`config.mk`:
```
export PLATFORM = sky130hd
export DESIGN_NAME = updown_sweep_ctrl
export DESIGN_NICKNAME = d
export VERILOG_FILES = /design/src/rtl/updown_sweep_pkg.sv /design/src/rtl/updown_counter.sv /design/src/rtl/updown_sweep_ctrl.sv
export SDC_FILE = /design/constraint.sdc
export NUM_CORES = 1
export LEC_CHECK = 0
export CORE_MARGIN = 10
export CORE_UTILIZATION = 50
export DETAILED_ROUTE_END_ITERATION = 10
export DONT_BUFFER_PORTS = 1
export PLACE_DENSITY = 0.73
export SETUP_SLACK_MARGIN = 0.02
export SLEW_MARGIN = 5
export SYNTH_ARGS = -nofsm -noshare
export SYNTH_HDL_FRONTEND = slang
export SYNTH_HIERARCHICAL = 1
export SYNTH_SLANG_ARGS = --single-unit
```
`constraint.sdc`:
```
create_clock -name clk -period 2.3 [get_ports clk]
set_clock_uncertainty 0.1 [all_clocks]
set_input_delay 0.23 -clock clk [delete_from_list [all_inputs] [get_ports clk]]
set_output_delay 0.23 -clock clk [all_outputs]
set_load 0.03 [all_outputs]
```
`src/rtl/updown_sweep_pkg.sv`:
```
// Shared definitions for the up/down sweep sequencer.
// Contents:
//   state_e            sequencer states IDLE / UP / DOWN
//   MODE_UP, MODE_DOWN direction encoding on the mode output
package updown_sweep_pkg;

  typedef enum logic [1:0] {
    IDLE = 2'd0,
    UP   = 2'd1,
    DOWN = 2'd2
  } state_e;

  localparam logic MODE_UP   = 1'b1;
  localparam logic MODE_DOWN = 1'b0;

endpackage

```
`src/rtl/updown_counter.sv`:
```
// WIDTH-bit synchronous up/down counter driven by the sweep sequencer.
// Ports:
//   clk       rising-edge clock
//   reset     synchronous active-low reset (count clears to 0)
//   en        step the count by one in the direction given by mode
//   load      load load_val (takes priority over en)
//   load_val  value loaded when load is high
//   mode      step direction, MODE_UP / MODE_DOWN
//   out       current count
module updown_counter
  import updown_sweep_pkg::*;
#(
  parameter int WIDTH = 3
) (
  input  logic             clk,
  input  logic             reset,
  input  logic             en,
  input  logic             load,
  input  logic [WIDTH-1:0] load_val,
  input  logic             mode,
  output logic [WIDTH-1:0] out
);

  logic [WIDTH-1:0] out_q;

  always_ff @(posedge clk) begin
    if (!reset) begin
      out_q <= '0;
    end else if (load) begin
      out_q <= load_val;
    end else if (en) begin
      out_q <= (mode == MODE_UP) ? out_q + WIDTH'(1) : out_q - WIDTH'(1);
    end
  end

  assign out = out_q;

endmodule

```
`src/rtl/updown_sweep_ctrl.sv`:
```
// Sweep sequencer: drives the up/down counter lo->hi->lo for a programmed
// number of sweeps, with pause, abort, busy/done/err status.
// Build option: UPDOWN_SWEEP_CONT_EN makes sweeps==0 a valid start that
// runs continuously (sweep_cnt wraps) until stop, never raising done.
// Ports:
//   clk, reset            clock, synchronous active-low reset
//   start, stop, pause    host controls
//   lo_lim, hi_lim        sweep limits (latched on accepted start)
//   sweeps                number of lo->hi->lo sweeps (latched on start)
//   out, mode             count value and direction (1=up, 0=down)
//   busy                  high while in UP/DOWN
//   done, err             one-cycle completion / rejected-start pulses
//   sweep_cnt             completed sweeps of the current run
//
// state | meaning
// IDLE  | waiting for start; out/mode hold last values
// UP    | counting toward latched hi
// DOWN  | counting toward latched lo
module updown_sweep_ctrl
  import updown_sweep_pkg::*;
#(
  parameter int WIDTH   = 3,
  parameter int SWEEP_W = 4
) (
  input  logic               clk,
  input  logic               reset,
  input  logic               start,
  input  logic               stop,
  input  logic               pause,
  input  logic [WIDTH-1:0]   lo_lim,
  input  logic [WIDTH-1:0]   hi_lim,
  input  logic [SWEEP_W-1:0] sweeps,
  output logic [WIDTH-1:0]   out,
  output logic               mode,
  output logic               busy,
  output logic               done,
  output logic               err,
  output logic [SWEEP_W-1:0] sweep_cnt
);

  state_e             state_q, state_d;
  logic               mode_q, mode_d;
  logic               done_q, done_d;
  logic               err_q, err_d;
  logic [SWEEP_W-1:0] sweep_cnt_q, sweep_cnt_d;
  logic [SWEEP_W-1:0] sweeps_q, sweeps_d;
  logic [WIDTH-1:0]   lo_q, lo_d;
  logic [WIDTH-1:0]   hi_q, hi_d;

  logic               cnt_en, cnt_load, cnt_dir;
  logic               start_ok;
  logic               last_sweep;
  logic [SWEEP_W:0]   sweep_nxt;

  updown_counter #(.WIDTH(WIDTH)) u_counter (
    .clk      (clk),
    .reset    (reset),
    .en       (cnt_en),
    .load     (cnt_load),
    .load_val (lo_lim),
    .mode     (cnt_dir),
    .out      (out)
  );

  // One extra bit so the compare against sweeps cannot alias on overflow.
  assign sweep_nxt = {1'b0, sweep_cnt_q} + (SWEEP_W + 1)'(1);

`ifdef UPDOWN_SWEEP_CONT_EN
  assign start_ok   = (lo_lim < hi_lim);
  // sweeps_q==0 means run forever, so the final-sweep compare never hits.
  assign last_sweep = (sweeps_q != '0) && (sweep_nxt == {1'b0, sweeps_q});
`else
  assign start_ok   = (lo_lim < hi_lim) && (sweeps != '0);
  assign last_sweep = (sweep_nxt == {1'b0, sweeps_q});
`endif

  always_ff @(posedge clk) begin
    if (!reset) begin
      state_q     <= IDLE;
      mode_q      <= MODE_UP;
      done_q      <= 1'b0;
      err_q       <= 1'b0;
      sweep_cnt_q <= '0;
      sweeps_q    <= '0;
      lo_q        <= '0;
      hi_q        <= '0;
    end else begin
      state_q     <= state_d;
      mode_q      <= mode_d;
      done_q      <= done_d;
      err_q       <= err_d;
      sweep_cnt_q <= sweep_cnt_d;
      sweeps_q    <= sweeps_d;
      lo_q        <= lo_d;
      hi_q        <= hi_d;
    end
  end

  // cnt_dir is the direction of this edge's step; at a turnaround it
  // differs from mode_q, which only changes as the step lands.
  always_comb begin
    state_d     = state_q;
    mode_d      = mode_q;
    done_d      = 1'b0;
    err_d       = 1'b0;
    sweep_cnt_d = sweep_cnt_q;
    sweeps_d    = sweeps_q;
    lo_d        = lo_q;
    hi_d        = hi_q;
    cnt_en      = 1'b0;
    cnt_load    = 1'b0;
    cnt_dir     = MODE_UP;
    case (state_q)
      IDLE: begin
        if (start) begin
          if (start_ok) begin
            lo_d        = lo_lim;
            hi_d        = hi_lim;
            sweeps_d    = sweeps;
            cnt_load    = 1'b1;
            mode_d      = MODE_UP;
            sweep_cnt_d = '0;
            state_d     = UP;
          end else begin
            err_d = 1'b1;
          end
        end
      end
      UP: begin
        if (stop) begin
          state_d = IDLE;
        end else if (!pause) begin
          cnt_en = 1'b1;
          if (out == hi_q) begin
            cnt_dir = MODE_DOWN;
            mode_d  = MODE_DOWN;
            state_d = DOWN;
          end
        end
      end
      DOWN: begin
        if (stop) begin
          state_d = IDLE;
        end else if (!pause) begin
          if (out != lo_q) begin
            cnt_en  = 1'b1;
            cnt_dir = MODE_DOWN;
          end else if (last_sweep) begin
            sweep_cnt_d = sweep_nxt[SWEEP_W-1:0];
            done_d      = 1'b1;
            state_d     = IDLE;
          end else begin
            cnt_en      = 1'b1;
            cnt_dir     = MODE_UP;
            mode_d      = MODE_UP;
            sweep_cnt_d = sweep_nxt[SWEEP_W-1:0];
            state_d     = UP;
          end
        end
      end
      default: state_d = IDLE;
    endcase
  end

  always_comb begin
    busy      = (state_q != IDLE);
    mode      = mode_q;
    done      = done_q;
    err       = err_q;
    sweep_cnt = sweep_cnt_q;
  end

endmodule

```
==> results of run 1 <==
-- final cells by class --
class	count	area, sq um	area share (%)
clock buffer	4	47.5	2.73
tap	30	37.5	2.16
timing repair buffer	30	255	14.7
inverter	9	33.8	1.94
multi-input combinational	113	908	52.2
sequential	22	457	26.3
-- metal layers --
| metal | global-route usage [%] | vias up | wire length (um) |
|---|---|---|---|
| met1 | 15.7 | 581 | 1520 |
| li1 | - | 584 | - |
| met4 | 2.15 | 0 | 13 |
| met2 | 22.8 | 28 | 1710 |
| met5 | 0 | - | 0 |
| met3 | 3.58 | 2 | 246 |
-- critical path, delay by kind of cell, from the launching register on --
| family | cells | cell delay, ps |
|---|---|---|
| simple gates | 3 | 580 |
| xor+xnor | 2 | 330 |
| flops | 1 | 360 |
| fa+ha+maj | 1 | 360 |
| buf+inv | 1 | 70 |
| compound gates | 3 | 510 |
-- what timing repair did --
action	4_1_cts	5_1_grt
gates resized for setup	2	13
setup buffers	1	0
pin swaps	0	2
hold endpoints to repair	19	0
endpoints found under the setup margin	2	6
hold buffers	12	0
-- worst paths after layout --
check | startpoint | end | slack [ps] | cells after the start
setup / recovery | lo_q[2] | u_counter/out[2] | -120 | 10
hold / removal | stop | state_q[1] | 10 | 3
setup reg to reg | lo_q[2] | u_counter/out[2] | -120 | 10
hold reg to reg | state_q[1] | state_q[1] | 430 | 2
-- cells in the final DEF, fill, tap and decap left out, types with 5 or more instances in the layout --
cell type,n
ha_1,6
inv_1,8
xor2_1,6
buf_4,18
mux2i_1,14
dlygate4sd3_1,12
dfxtp_1,15
a21oi_1,6
nor2_1,15
nand3_1,5
nand2_1,8
-- cells in the mapped netlist, types with 2 or more instances --
| library cell | n | share of area [%] |
|---|---|---|
| mux2i_1 | 15 | 11 |
| nand2_1 | 9 | 2.5 |
| nand2b_1 | 2 | 0.94 |
| or3b_1 | 2 | 1.3 |
| or3_1 | 2 | 0.94 |
| o21a_1 | 2 | 1.1 |
| nand3_1 | 5 | 1.9 |
| xor2_1 | 9 | 5.9 |
| nor2_1 | 16 | 4.5 |
| clkbuf_1 | 3 | 0.85 |
| o41ai_1 | 5 | 3.3 |
| and2_1 | 2 | 0.94 |
| nor4_1 | 2 | 0.94 |
| nand3b_1 | 2 | 1.1 |
| xnor2_1 | 4 | 2.6 |
| inv_1 | 9 | 2.5 |
| dfxtp_1 | 22 | 33 |
| or2_2 | 2 | 0.94 |
| o21ai_0 | 4 | 1.5 |
| ha_1 | 7 | 6.6 |
| a21oi_1 | 6 | 2.3 |
-- state kept, by name, indices dropped and copies added, names as in the netlist --
signal / cells
mode: 1
state_q: 2
sweeps_q: 4
done: 1
hi_q: 3
err: 1
lo_q: 3
u_counter/out: 3
sweep_cnt: 4
-- through the flow --
stage | setup slack (ps) | cell area [sq um]
CTS | -85.0 | 1690
global route | -154 | 1740
global placement | 23.8 | 1510
finish | -119 | 1740
detailed placement | -70.3 | 1510
floorplan | -32.9 | 1360
-- report_power, final --
part / switching (W) / internal, W / total, W
Sequential: 0.0000527 / 0.000430 / 0.000483
Combinational: 0.000306 / 0.000263 / 0.000569
Clock: 0.000124 / 0.000133 / 0.000257
Total: 0.000483 / 0.000826 / 0.00131
-- kinds of logic (layout without fill, tap and decap cells) --
logic type               after synthesis  in the layout  synth area share [%]
flip-flops                            22             22                  33.1
AND/OR/NAND/NOR                       50             50                  19.8
buffers and inverters                 13             43                  3.95
multiplexers                          16             16                  12.1
XOR/XNOR                              13             13                  8.55
adder cells (fa/ha/maj)                8              8                  8.08
AO/OA/AOI/OAI                         26             26                  14.4
==> out/qor.txt, run 1 <==
# setup viols final: 1
IO Count: 26
Via Count: 1,195
Detail Route Antenna Nets: 0
Die outline area: 5130 sq um
Maximum number of pins on one net before global-route repair: 17
Sequential cell area fraction in the yosys report: 33.1%
Cells along the critical path: xor2_2, or3_4, nand2_2, o41ai_2, nand3_1, inv_1, fa_2, xor2_2, o21a_1, o311a_1
Final clock period utilization by the worst path: 105%
Non-filler cells in the finished layout: 208
Max Slew Vio Count: 0
Number of filler cells placed in the layout: 182
Element type at the critical path end: flop
Required time reported for the critical path endpoint: 2400 ps
Minimum hold slack: 11.3 ps
Primary FF master, synth: dfxtp_1
Root Buffer Master: clkbuf_4
Number of H-tree levels: 1
Share of flip-flops with an asynchronous set or reset after synthesis: 0%
Synth Warn #: 6
Die width: 71.6 um
Kind of critical path: flop to flop
Syn avg cell area: 9.00 sq um
Critical-path maximum fanout: 2
Layout Nets: 202
Area of the mapped netlist: 1330 sq um
Cell with the largest stage delay on the worst path: or3_4
HPWL after DPL: 2.58 mm
Net count after synthesis: 171
Worst EP arrival: 2520 ps
Unrepaired setup endpoints after global routing: true
IR drop worst, VDD: 504 uV
Global-route congestion overflow total: 0
Final Core Density: 69.6%
WL final: 3.49 mm
Total clock buffers created by CTS: 3
RD Place Congestion: 0.880
Kind of start point of the critical path: flop
Number of standard cells after synthesis: 148
GRT Total Usage: 13.1%
Starting density of the core: 53.3%
Number of enable flip-flop cells after synthesis: 0
Final routed wire length divided by cell count: 16.8 um
Fraction of layout cells with a size suffix above 1: 27.0%
Placement row count: 18
Setup WS post-layout: -119 ps
Diode insertion count for antenna repair: 0
Final Critical Period: 2420 ps
Number of global-route vias before repair: 1,251
Wire length of the first global-routing pass: 5.73 mm
DP Cell Count: 191
Number of distinct library cells after synthesis: 39
Length of the first detailed-routing pass in iterations: 4
Core ar.: 2500 sq um
Num Clock Sinks: 22
DR DRC count: 0
Synth-to-Final Area Change: 30.6%
Synth Register Bits: 22
Final total power: 0.00131 W
Hold WC Path Type: input port to flop
Port-buffer cells: 0
Final Hold Vio Count: 0
Number of violations of the max-capacitance limit: 0
Number of buffers on the longest clock path: 2
Status: finished with violations
Static Leakage: 0.737 nW
Failing checks: setup timing
Number of antenna violations at the first check in global routing: 0
Source-to-sink clock delay at the later pin of the worst-skew pair: 310 ps
Clock-pin slew on the worst setup and hold paths: 130 ps
Achievable Freq: 413 MHz
Max incr delay on CP: 400 ps
Vertical die dimension: 71.6 um
Tightest Pin Transition: 437 ps
Cell seen most often among critical-path stages: xor2_2
Setup TNS after final layout: -119 ps
Relative slew margins: 70.7%
CTS tree: built
Iter 0 DRT Violations: 56
Mean number of vias per cell: 5.75
Power per Cell Area: 753 nW/um^2
No activity file was read; power rests on OpenSTA's default activity.
==> run 2, diff against run 1 <==
- CORE_UTILIZATION: 50 -> 47
- PLACE_DENSITY: 0.73 -> 0.69
- SETUP_SLACK_MARGIN: 0.02 -> 0.05
==> out/qor.txt, run 2 (same netlist as run 1, synthesis figures left out) <==
Status: finished with violations
Failing checks: setup timing
Hold WC Path Type: input port to flop
Count of cells along the worst hold path: 2 (-1)
Number of buffers and inverters on the critical path: 1 (unchanged)
RD Place Congestion: 0.840 (-4.6%)
IR drop worst, VDD: 736 uV (+46%)
IO Count: 26 (unchanged)
Vertical die dimension: 73.2 um (+2.3%)
Source-to-sink clock delay at the later pin of the worst-skew pair: 320 ps (about the same)
Capture point of the worst reg-to-reg path: u_counter/out[2]
Worst slack, placed: -20.9 ps (+49.3 ps)
Final clock period utilization by the worst path: 103% (-1.7 points)
Number of buffers on the longest clock path: 2 (unchanged)
Core ar.: 2730 sq um (+9.4%)
Final Hold Vio Count: 0 (unchanged)
# setup viols final: 1 (unchanged)
Via Count: 1,208 (+1.1%)
Total clock buffers created by CTS: 3 (unchanged)
Worst EP arrival: 2500 ps (-20 ps)
Launch point of the worst hold path: reset
Number of antenna violations at the first check in global routing: 0 (unchanged)
Reg2Reg Launch Point: lo_q[2]
Critical-path maximum fanout: 2 (unchanged)
Kind of start point of the critical path: flop
Num Clock Sinks: 22 (unchanged)
Unrepaired setup endpoints after global routing: true
Number of global-route vias before repair: 1,207 (-3.5%)
Cell with the largest stage delay on the worst path: or3_4
Number of H-tree levels: 1 (unchanged)
Number of filler cells placed in the layout: 217 (+19%)
Reg2Reg Depth: 10 (unchanged)
Placement row count: 19 (+1)
Port-buffer cells: 0 (unchanged)
CTS tree: built
Global-route congestion overflow total: 0 (unchanged)
Die width: 73.2 um (+2.3%)
Diode insertion count for antenna repair: 0 (unchanged)
GRT Total Usage: 12.8% (-0.30 points)
Final Critical Period: 2380 ps (-38.7 ps)
Tightest Pin Transition: 475 ps (+37.5 ps)
Kind of critical path: flop to flop
Maximum number of pins on one net before global-route repair: 17 (unchanged)
Starting density of the core: 48.7% (-4.6 points)
Final Core Density: 65.5% (-4.1 points)
Detail Route Antenna Nets: 0 (unchanged)
Cells along the critical path: xor2_2, or3_4, nand2_2, o41ai_2, nand3_1, inv_2, fa_2, xor2_1, o21a_1, o311a_1
Required time reported for the critical path endpoint: 2420 ps (+20 ps)
Iter 0 DRT Violations: 86 (+54%)
Length of the first detailed-routing pass in iterations: 4 (unchanged)
Achievable Freq: 420 MHz (+1.6%)
Power per Cell Area: 772 nW/um^2 (+2.6%)
Synth-to-Final Area Change: 34.5%
Die outline area: 5360 sq um (+4.6%)
Element type at the critical path end: flop
DP Cell Count: 192 (+0.52%)
DR DRC count: 0 (unchanged)
Kind of cell adding the most delay to the critical path: simple AND/OR/NAND/NOR gates
Commonest non-fill, non-tap cell in the layout: buf_4
Mean number of vias per cell: 5.70 (-0.82%)
Worst reg-to-reg setup slack: -80 ps (+40 ps)
WL final: 3.56 mm (+2.0%)
Setup WS post-layout: -80.1 ps (+38.7 ps)
Wire length of the first global-routing pass: 5.49 mm (-4.2%)
HPWL after DPL: 2.49 mm (-3.6%)
End point of the worst hold path: mode
Non-filler cells in the finished layout: 212 (+1.9%)
Layout Nets: 205 (+1.5%)
Max Slew Vio Count: 0 (unchanged)
Final routed wire length divided by cell count: 16.8 um (+0.11%)
Number of violations of the max-capacitance limit: 0 (unchanged)
Fraction of layout cells with a size suffix above 1: 29.3% (+2.3 points)
Max incr delay on CP: 390 ps (about the same)
Clock-pin slew on the worst setup and hold paths: 140 ps (about the same)
Root Buffer Master: clkbuf_4
Static Leakage: 0.754 nW (+2.3%)
Relative slew margins: 68.2% (-2.5 points)
Most frequent cells in the layout: buf_4 (18), nor2_1 (15), mux2i_1 (15)
-- run 2: cell types whose count changed in the layout (fill, tap and decap cells not counted), sizes merged --
| cell | delta |
|---|---|
| buf | +2 |
| bufinv | +1 |
| clkbuf | -1 |
| dlygate4sd3 | +1 |
-- run 2: cell type report --
cell class / instances / area (sq um) / area share [%]
Inverter: 9 / 33.8 / 1.89
Sequential cell: 22 / 458 / 25.6
Multi-Input combinational cell: 113 / 911 / 50.9
Timing Repair Buffer: 33 / 297 / 16.6
Tap cell: 31 / 38.8 / 2.17
Clock buffer: 3 / 22.5 / 1.26
Clock inverter: 1 / 30.0 / 1.68
-- run 2: stage by stage --
step	area [sq um]	hold slack (ps)	TNS [ps]	total power [W]
floorplan	1360	251	-32.9	0.000846
global placement	1520	254	0	0.000979
detailed placement	1520	257	-20.9	0.000990
CTS	1710	0.631	-45.5	0.00132
global route	1790	8.65	-172	0.00147
finish	1790	3.85	-80.1	0.00138
-- run 2: worst max path at each step --
stage / from / endpoint / slack, ps / cells past startpoint
3_5_place_dp: lo_q[2] / u_counter/out[2] / -20 / 10
3_3_place_gp: lo_q[2] / u_counter/out[2] / 20 / 10
5_1_grt: lo_q[2] / u_counter/out[2] / -140 / 10
4_1_cts: lo_q[2] / u_counter/out[2] / -50 / 10
2_1_floorplan: u_counter/out[2] / u_counter/out[2] / -30 / 10
6_report: lo_q[2] / u_counter/out[2] / -80 / 10
-- run 2: per-layer routing --
layer / GRT usage, % / share of wire (%)
met1: 14.8 / 42
met3: 5.03 / 7.8
met2: 20.5 / 48
met5: 0 / 0
met4: 4.85 / 1.8
-- run 2: timing repair --
item                                    4_1_cts  5_1_grt
pin swaps                                     0        3
hold endpoints to repair                     20        0
hold buffers                                 13        0
buffers inserted                              0        3
resized for setup                             1       19
endpoints found under the setup margin        1        6
-- run 2: worst reg2reg max path: stages (launching register included) --
cell     delay (ps)
dfxtp_2         360
xor2_2          170
or3_4           390
nand2_2          80
o41ai_2          60
nand3_1         130
inv_2            50
fa_2            330
xor2_1          160
o21a_1          180
o311a_1         280
-- run 2: power breakdown --
part	internal, W	switching, W	leakage [nW]
clock network	0.000176	0.000132	0.0279
logic	0.000280	0.000312	0.543
registers	0.000431	0.0000505	0.184
==> run 3, diff against run 2 <==
- CORE_MARGIN: 10 -> 5
- PLACE_DENSITY: 0.69 -> 0.67
==> out/qor.txt, run 3 (same netlist as run 1, synthesis figures left out) <==
Status: finished with violations
Failing checks: setup timing
Maximum number of pins on one net before global-route repair: 17 (unchanged)
DP Cell Count: 192 (unchanged)
DR DRC count: 0 (unchanged)
# setup viols final: 1 (unchanged)
Instance area at placement: 1520 sq um (unchanged)
Reg2Reg Launch Point: lo_q[0]
Number of H-tree levels: 1 (unchanged)
Max Slew Vio Count: 0 (unchanged)
Switching part of the total power: 36.1% (+0.34 points)
Switching power total: 0.000474 W (-4.1%)
Number of antenna violations at the first check in global routing: 0 (unchanged)
Cells along the critical path: xor2_2, or3_4, nand2_2, o41ai_1, nand3_1, inv_1, fa_2, xor2_1, o21a_1, o311a_1
Synth-to-Final Area Change: 33.0%
Final Critical Period: 2320 ps (-55.3 ps)
Placement row count: 19 (unchanged)
Source of the critical timing path: lo_q[0]
Fraction of layout cells with a size suffix above 1: 26.8% (-2.5 points)
WL final: 3.31 mm (-7.0%)
Root Buffer Master: clkbuf_4
CTS tree: built
Non-filler cells in the finished layout: 214 (+0.94%)
Via Count: 1,199 (-0.75%)
Wire length of the first global-routing pass: 5.59 mm (+1.8%)
Internal cell power: 0.000839 W (-5.5%)
Global-route congestion overflow total: 0 (unchanged)
Num Clock Sinks: 22 (unchanged)
Iter 0 DRT Violations: 35 (-59%)
Die outline area: 4000 sq um (-25%)
Clock-pin slew on the worst setup and hold paths: 140 ps (about the same)
Port-buffer cells: 0 (unchanged)
Die width: 63.2 um (-14%)
Vertical die dimension: 63.2 um (-14%)
Element type at the critical path end: flop
Commonest non-fill, non-tap cell in the layout: buf_4
Kind of cell adding the most delay to the critical path: simple AND/OR/NAND/NOR gates
Detail Route Antenna Nets: 0 (unchanged)
Number of buffers on the longest clock path: 2 (unchanged)
Worst EP arrival: 2440 ps (-60 ps)
Achievable Freq: 430 MHz (+2.4%)
Final Hold Vio Count: 0 (unchanged)
Diode insertion count for antenna repair: 0 (unchanged)
Static Leakage: 0.757 nW (+0.41%)
Fraction of power consumed by sequential logic: 36.5% (+1.6 points)
Hold WC Path Type: input port to flop
IR drop worst, VDD: 493 uV (-33%)
HPWL after DPL: 2.45 mm (-1.4%)
Starting density of the core: 48.7% (unchanged)
Core ar.: 2730 sq um (unchanged)
Max incr delay on CP: 380 ps (about the same)
RD Place Congestion: 0.878 (+4.5%)
Tightest Pin Transition: 465 ps (-10.1 ps)
Mean number of vias per cell: 5.60 (-1.7%)
Source-to-sink clock delay at the later pin of the worst-skew pair: 320 ps (about the same)
Final Instance Area: 1770 sq um (-1.1%)
Setup WS post-layout: -24.8 ps (+55.3 ps)
Relative slew margins: 68.9% (+0.67 points)
Total clock buffers created by CTS: 3 (unchanged)
Cell with the largest stage delay on the worst path: or3_4
Unrepaired setup endpoints after global routing: true
IO Count: 26 (unchanged)
Layout Nets: 207 (+0.98%)
GRT Total Usage: 17.0% (+4.3 points)
Most frequent cells in the layout: buf_4 (19), nor2_1 (16), mux2i_1 (15), dfxtp_1 (15), dlygate4sd3_1 (14)
Critical-path maximum fanout: 2 (unchanged)
Length of the first detailed-routing pass in iterations: 4 (unchanged)
Logic gate share of total power: 43.5% (+0.6 points)
Clock share of power: 20.0% (-2.3 points)
Number of violations of the max-capacitance limit: 0 (unchanged)
Number of buffers and inverters on the critical path: 1 (unchanged)
Required time reported for the critical path endpoint: 2410 ps (about the same)
Kind of start point of the critical path: flop
Final routed wire length divided by cell count: 15.5 um (-7.8%)
Final clock period utilization by the worst path: 101% (-2.4 points)
Power per Cell Area: 741 nW/um^2 (-3.9%)
Kind of critical path: flop to flop
Number of global-route vias before repair: 1,225 (+1.5%)
Launch point of the worst hold path: lo_lim[1]
-- run 3: final timing paths --
check / end / slack, ps / depth (start not counted)
worst max-delay path: u_counter/out[2] / -20 / 10
worst min-delay path: u_counter/out[1] / 50 / 3
worst max register to register: u_counter/out[2] / -20 / 10
worst min register to register: state_q[1] / 400 / 2
-- run 3: what timing repair did --
action	4_1_cts	5_1_grt
hold endpoints to repair	20	1
buffers inserted	2	2
hold buffers	13	1
pin swaps	3	2
endpoints found under the setup margin	1	4
gates resized for setup	2	9
gates cloned	0	0
-- run 3: power by group through the flow --
stage / logic, W / registers (W) / clock network [W]
floorplan: 0.000340 / 0.000506 / 0
global placement: 0.000496 / 0.000483 / 0
detailed placement: 0.000508 / 0.000486 / 0
CTS: 0.000548 / 0.000478 / 0.000270
global route: 0.000625 / 0.000485 / 0.000295
finish: 0.000571 / 0.000480 / 0.000262
-- run 3: layout make-up --
| class | instances | area [sq um] |
|---|---|---|
| Multi-Input combinational cell | 113 | 880 |
| Inverter | 9 | 33.8 |
| Fill cell | 222 | 963 |
| Clock buffer | 4 | 47.5 |
| Timing Repair Buffer | 35 | 314 |
| Tap cell | 31 | 38.8 |
| Sequential cell | 22 | 457 |
-- run 3: tightest hold or removal path, stage by stage --
cell and delay (ps):
nand2_1 30, o21ai_0 60, and2_1 120
-- run 3: through the flow --
step                      setup WS, ps  utilization, %  hold slack (ps)  power, W  setup TNS [ps]
final                            -24.8            64.8             47.1   0.00131           -24.8
after global placement            16.5            55.7              254  0.000979               0
after floorplan                  -32.9               -              251  0.000846           -32.9
after global routing              -114            64.8             33.0   0.00141            -154
after detailed placement         -45.7            55.7              259  0.000993           -45.7
after CTS                        -62.8            62.8             7.62   0.00130           -62.8
-- run 3: metal layers --
metal / track usage (%) / vias up / routed length (um)
li1: - / 594 / -
met1: 21.6 / 570 / 1470
met2: 27.9 / 31 / 1620
met3: 4.26 / 4 / 186
met4: 5.97 / 0 / 35
met5: 0 / - / 0
